===== config.mk =====
export PLATFORM = sky130hd
export DESIGN_NAME = f_d_pipe_reg
export DESIGN_NICKNAME = d
export VERILOG_FILES = /design/src/rtl/f_d_pipe_reg.sv
export SDC_FILE = /design/constraint.sdc
export NUM_CORES = 1
export LEC_CHECK = 0
export BUFFER_PORTS_ARGS = -buffer_cell sky130_fd_sc_hd__buf_2
export CAP_MARGIN = 20
export CORE_MARGIN = 5
export CORE_UTILIZATION = 48
export CTS_CLUSTER_DIAMETER = 150
export CTS_CLUSTER_SIZE = 25
export DETAILED_ROUTE_END_ITERATION = 10
export PLACE_DENSITY_LB_ADDON = 0.15
export REMOVE_ABC_BUFFERS = 1
export SYNTH_ARGS = -nofsm -noshare
export SYNTH_HDL_FRONTEND = slang
export SYNTH_SLANG_ARGS = --single-unit

===== constraint.sdc =====
create_clock -name clk -period 2.4 [get_ports clk]
set_input_delay 0.12 -clock clk [delete_from_list [all_inputs] [get_ports clk]]
set_output_delay 0.12 -clock clk [all_outputs]
set_load 0.1 [all_outputs]

===== src/rtl/f_d_pipe_reg.sv =====
// Fetch/Decode pipeline register: captures PC, instruction and delay-slot flag, converting bad fetch addresses to AdEL nops.
// Latency: one cycle from F_* to D_*, with no combinational input-to-output path.
// Backpressure: Stall holds every output; Req and Flush load bubbles instead of the fetched word.
module f_d_pipe_reg #(
    parameter logic [31:0] RESET_PC   = 32'h0000_3000,
    parameter logic [31:0] HANDLER_PC = 32'h0000_4180,
    parameter logic [31:0] IM_BASE    = 32'h0000_3000,
    parameter logic [31:0] IM_END     = 32'h0000_6ffc,
    parameter logic [4:0]  EXC_ADEL   = 5'd4
) (
    input  logic        clk,
    input  logic        reset,
    input  logic        Req,
    input  logic        Stall,
    input  logic        Flush,
    input  logic [31:0] F_PC,
    input  logic [31:0] F_Instr,
    input  logic        F_BD,
    output logic [31:0] D_PC,
    output logic [31:0] D_Instr,
    output logic [4:0]  D_ExcCode,
    output logic        D_BD,
    output logic        D_Valid
);

    typedef struct packed {
        logic [31:0] pc;
        logic [31:0] instr;
        logic [4:0]  exc_code;
        logic        bd;
        logic        vld;
    } d_stage_t;

    d_stage_t stage_q;
    d_stage_t stage_d;
    logic     fetch_fault;

    // Unsigned bounds check; an address past IM_END never wraps back into range.
    always_comb begin
        fetch_fault = (F_PC[1:0] != 2'b00) || (F_PC < IM_BASE) || (F_PC > IM_END);
    end

    always_comb begin
        stage_d = stage_q;
        if (Req) begin
            stage_d.pc       = HANDLER_PC;
            stage_d.instr    = 32'h0;
            stage_d.exc_code = 5'd0;
            stage_d.bd       = 1'b0;
            stage_d.vld      = 1'b0;
        end else if (Stall) begin
            // Stall wins over Flush so an eret held in D does not kill its successor.
            stage_d = stage_q;
        end else if (Flush) begin
            stage_d.pc       = F_PC;
            stage_d.instr    = 32'h0;
            stage_d.exc_code = 5'd0;
            stage_d.bd       = 1'b0;
            stage_d.vld      = 1'b0;
        end else begin
            stage_d.pc       = F_PC;
            stage_d.bd       = F_BD;
            stage_d.vld      = 1'b1;
            stage_d.instr    = fetch_fault ? 32'h0 : F_Instr;
            stage_d.exc_code = fetch_fault ? EXC_ADEL : 5'd0;
        end
    end

    always_ff @(posedge clk) begin
        if (reset) begin
            stage_q.pc       <= RESET_PC;
            stage_q.instr    <= 32'h0;
            stage_q.exc_code <= 5'd0;
            stage_q.bd       <= 1'b0;
            stage_q.vld      <= 1'b0;
        end else begin
            stage_q <= stage_d;
        end
    end

    assign D_PC      = stage_q.pc;
    assign D_Instr   = stage_q.instr;
    assign D_ExcCode = stage_q.exc_code;
    assign D_BD      = stage_q.bd;
    assign D_Valid   = stage_q.vld;

endmodule


Word-level counts from Yosys, hierarchy flattened
Cells that the tools add are included.
{"block": "totals", "word_cells": 18, "register_bits": 71, "in_bits": 70, "out_inout_bits": 71}
{"block": "classes", "n_eq_ne": 1, "order_cmp": 2, "mux": 5, "n_reduce_logical": 4}
{"cell": "$mux W54", "n": 2}
{"cell": "$mux W39", "n": 1}
{"cell": "$gt A32 B15 Y1 const B", "n": 1}
{"cell": "$lt A32 B14 Y1 const B", "n": 1}
{"cell": "$mux W32", "n": 1}
{"cell": "$mux W3", "n": 1}
{"cell": "$logic_or A1 B1 Y1", "n": 2}
{"cell": "$ne A2 B2 Y1 const B", "n": 1}
{"cell": "$reduce_bool A2 Y1", "n": 1}
{"cell": "$reduce_or A2 Y1", "n": 1}

Depth between registers and ports, before layout
{"block": "depth", "ltp_word": 7, "depth_mapped": 5, "ltp_nobuf": 4}

Worst setup path after synthesis
Ideal clock, no wire load.
{"block": "synth_timing", "path_type": "input -> register", "start": "input F_PC[22]", "end": "register stage_q, in the netlist D_Instr[0]", "setup_time_ps": 67, "setup_slack_ps": 984, "t_required_ps": 2333, "path_stages": 5, "path_buffers": 1, "t_arrival_ps": 1349, "path_cell_list": "or4_1 > nor3_2 > nand4_2 > buf_6 > o21ai_2"}
{"block": "synth_between", "elab_chain_cells": 5, "elab_cells_between_ends": 6, "classes_between": "order compare: 2; mux: 2; reduce/logical: 2"}
{"item": "start: declaration", "line_no": "16", "rtl": "input logic [31:0] F_PC,"}
{"item": "$lt A32 B14 Y1", "line_no": "40", "rtl": "fetch_fault = (F_PC[1:0] != 2'b00) || (F_PC < IM_BASE) || (F_PC > IM_END);"}
{"item": "$logic_or A1 B1 Y1", "line_no": "40"}
{"item": "$logic_or A1 B1 Y1 *", "line_no": "40"}
{"item": "$mux W32 *", "line_no": "64", "rtl": "stage_d.instr = fetch_fault ? 32'h0 : F_Instr;"}
{"item": "$mux W39 *", "line_no": "54", "rtl": "end else if (Flush) begin"}
{"item": "end signal: assignment", "line_no": "77", "rtl": "stage_q <= stage_d;"}
{"item": "end: declaration", "line_no": "34", "rtl": "d_stage_t stage_q;"}
Mark *: on every way between the ends. The rest lies on a longest branch, timed or not.
A chain may end at the register's enable or synchronous reset.

Worst setup path after layout
{"block": "layout_timing", "start": "input F_PC[22]", "end": "register stage_q, in the netlist D_Instr[15]"}
Same word-level chain as after synthesis.

==> impl_metrics.py <==
metrics = {
    "synth": {
        "synthArstFlopShare_pct": 0,
        "syn_avg_cell_area_um2": 9.636,
        "synth.top_cell.area_share_pct": 49.54,
        "netlist_instances": 281,
        "yosysTopAreaCell": "dfxtp_1",
        "ys_ff_latch": 67,
        "synth.area.top_cells": "dfxtp_1, nand3_1, mux2i_1",
        "ys_warn_count": 0,
        "seq_area_frac_synth_pct": 49.54,
        "synthFlopType": "dfxtp_1",
        "synth_cell_types": 31,
        "synth_edf_count": 0,
        "syn_area_mm2": 0.002708,
    },
    "critical_path": {
        "path_max_fanout": 32,
        "worstSetupStartpointType": "input pin",
        "crit_type": "in2reg",
        "required_ns": 2.66,
        "crit_arrival_ns": 1.64,
        "worst_setup_path_end_kind": "flop",
    },
    "clocking": {
        "cts_setup_buffers": 0,
        "clockRootBuffer": "clkbuf_8",
        "postCtsHoldBufs": 0,
        "clk_latency_ns": 0.32,
        "cts.sinks": 67,
        "numCtsBuffers": 9,
        "cts.reportedPaths.clkPinSlew_ns": 0.08,
        "cts_tree": "yes",
        "cts_max_path_buffers": 2,
        "postCtsResizedCells": 0,
        "htree_levels": 3,
    },
    "sta": {
        "final_hold_viol_count": 0,
        "skew_ns": 0,
        "final_max_slew_viol_count": 0,
        "min_period_ns": 1.381,
        "whs_ns": 0.01176,
        "timing.fmax_ghz": 0.7240,
        "finalCritPeriodShare_pct": 57.55,
        "setup_viol": 0,
        "rsz0062_at_grt": "false",
        "worst_pin_slew_ns": 0.6103,
        "setup_ws_ns": 1.019,
        "relSlewSlack_pct": 59.32,
    },
    "detailed_routing": {
        "drtPass1Iterations": 4,
        "ant_nets": 0,
        "wl_per_cell_um": 14.13,
        "avgViaCountPerCell": 5.117,
        "drc_errors": 0,
        "wirelength_mm": 6.868,
        "drt_iter0_markers": 122,
        "via_count": 2487,
    },
    "placed_design": {
        "pre_cts_ws_ns": 0.6885,
        "gp_congestion": 0.7940,
        "portBuffers": 136,
        "hpwl_mm": 4.901,
    },
    "die": {
        "coreArea_mm2": 0.005507,
        "fp.dieH_um": 85.11,
        "dieArea_mm2": 0.007243,
        "die_w_um": 85.11,
        "row_count": 27,
        "io_pins": 141,
        "start_util_pct": 49.17,
    },
    "layout": {
        "drive_gt1_share_pct": 47.10,
        "fillers": 469,
        "final_common_cell": "buf_2",
        "final_core_util_pct": 66.23,
        "syn_to_final_growth_pct": 34.70,
        "layout.nets": 479,
        "diodes": 0,
        "final_cell_mix": "buf_2, dfxtp_1, nand3_1",
    },
    "power_and_ir_drop": {
        "leakage_nw": 1.731,
        "ir_worst_vdd_mv": 0.4419,
        "power_density_mw_per_mm2": 736.5,
        "finalPower_mw": 2.686,
    },
    "grt": {
        "grt_pass1_wl_mm": 11.07,
        "grt_max_degree": 66,
        "antenna_found_initial": 0,
        "grt_use_total_pct": 18.85,
        "grt-ovfl-total": 0,
        "grt_pass1_vias": 2394,
    },
    "job": {
        "maxCapViolations": 0,
    },
    "hold_path": {
        "hold_path.class": "in2reg",
    },
    "run_status": {
        "status": "complete, no violations",
    },
}
cells in the mapped netlist, types with 3 or more instances:
master / n
dfxtp_1: 67
nand3_1: 64
nor2_1: 34
o21ai_2: 30
mux2i_1: 29
clkbuf_1: 13
buf_1: 6
buf_4: 4
a211oi_1: 3
and2_1: 3
buf_6: 3
cells by family (layout without fill, tap and decap cells):
kind of cell / after synthesis / in the layout / share of synthesized area [%]
XOR/XNOR: 1 / 1 / 0.3235
multiplexers: 29 / 29 / 10.72
AND/OR/NAND/NOR: 114 / 114 / 21.49
buffers and inverters: 29 / 159 / 5.499
other: 1 / 4 / 0.1385
flip-flops: 67 / 67 / 49.54
AO/OA/AOI/OAI: 40 / 40 / 12.29
final timing paths:
kind / startpoint / endpoint / slack (ns) / cells after the start
setup / recovery: F_PC[22] / D_Instr[15]$_SDFFE_PP0N_ / 1.02 / 6
hold / removal: F_PC[2] / D_PC[2]$_SDFFE_PP0N_ / 0.01 / 3
setup reg to reg: D_PC[7]$_SDFFE_PP0P_ / D_PC[7]$_SDFFE_PP0P_ / 1.55 / 3
hold reg to reg: D_Instr[1]$_SDFFE_PP0N_ / D_Instr[1]$_SDFFE_PP0N_ / 0.47 / 2
state kept, by name (all words and copies together), names as in the netlist:
| name | cells |
|---|---|
| D_BD | 1 |
| D_ExcCode | 1 |
| D_Instr | 32 |
| D_PC | 32 |
| D_Valid | 1 |
per-layer routing:
| layer | global-route usage (%) | vias up | part of all wire [%] |
|---|---|---|---|
| li1 | - | 1238 | - |
| met3 | 4.078 | 20 | 6.6 |
| met1 | 22.99 | 1137 | 40 |
| met2 | 31.14 | 92 | 50 |
| met4 | 9.640 | 0 | 3.2 |
| met5 | 0 | - | 0 |
report_power, final:
group	total (mW)	internal, mW	leakage, nW	switching (mW)
Clock	1.13	0.718	0.115	0.416
Combinational	0.408	0.100	1.07	0.308
Sequential	1.14	1.13	0.544	0.0102
Total	2.69	1.95	1.73	0.734
final cells by class:
cell class                 count  area, µm²  share of cell area [%]
sequential                    67       1341                   36.78
multi-input combinational    188       1236                   33.89
timing repair buffer         142      725.7                   19.90
clock buffer                  10      137.6                   3.774
clock inverter                 6      112.6                   3.087
tap                           72      90.09                   2.470
inverter                       1      3.754                  0.1029
critical path, cell delays in order:
cell and delay [ns]:
buf_2 0.10, or4_1 0.57, nor3_2 0.21, nand4_2 0.11, buf_4 0.31, o21ai_2 0.20
stage by stage:
step	TNS (ns)	cells	instance area, µm²
6_report	0	486	3647
3_5_place_dp	0	470	3397
5_1_grt	0	486	3647
3_3_place_gp	0	470	3397
4_1_cts	0	486	3647
2_1_floorplan	-6.953	256	2574
Note: power is estimated with default switching activity, not from simulation.
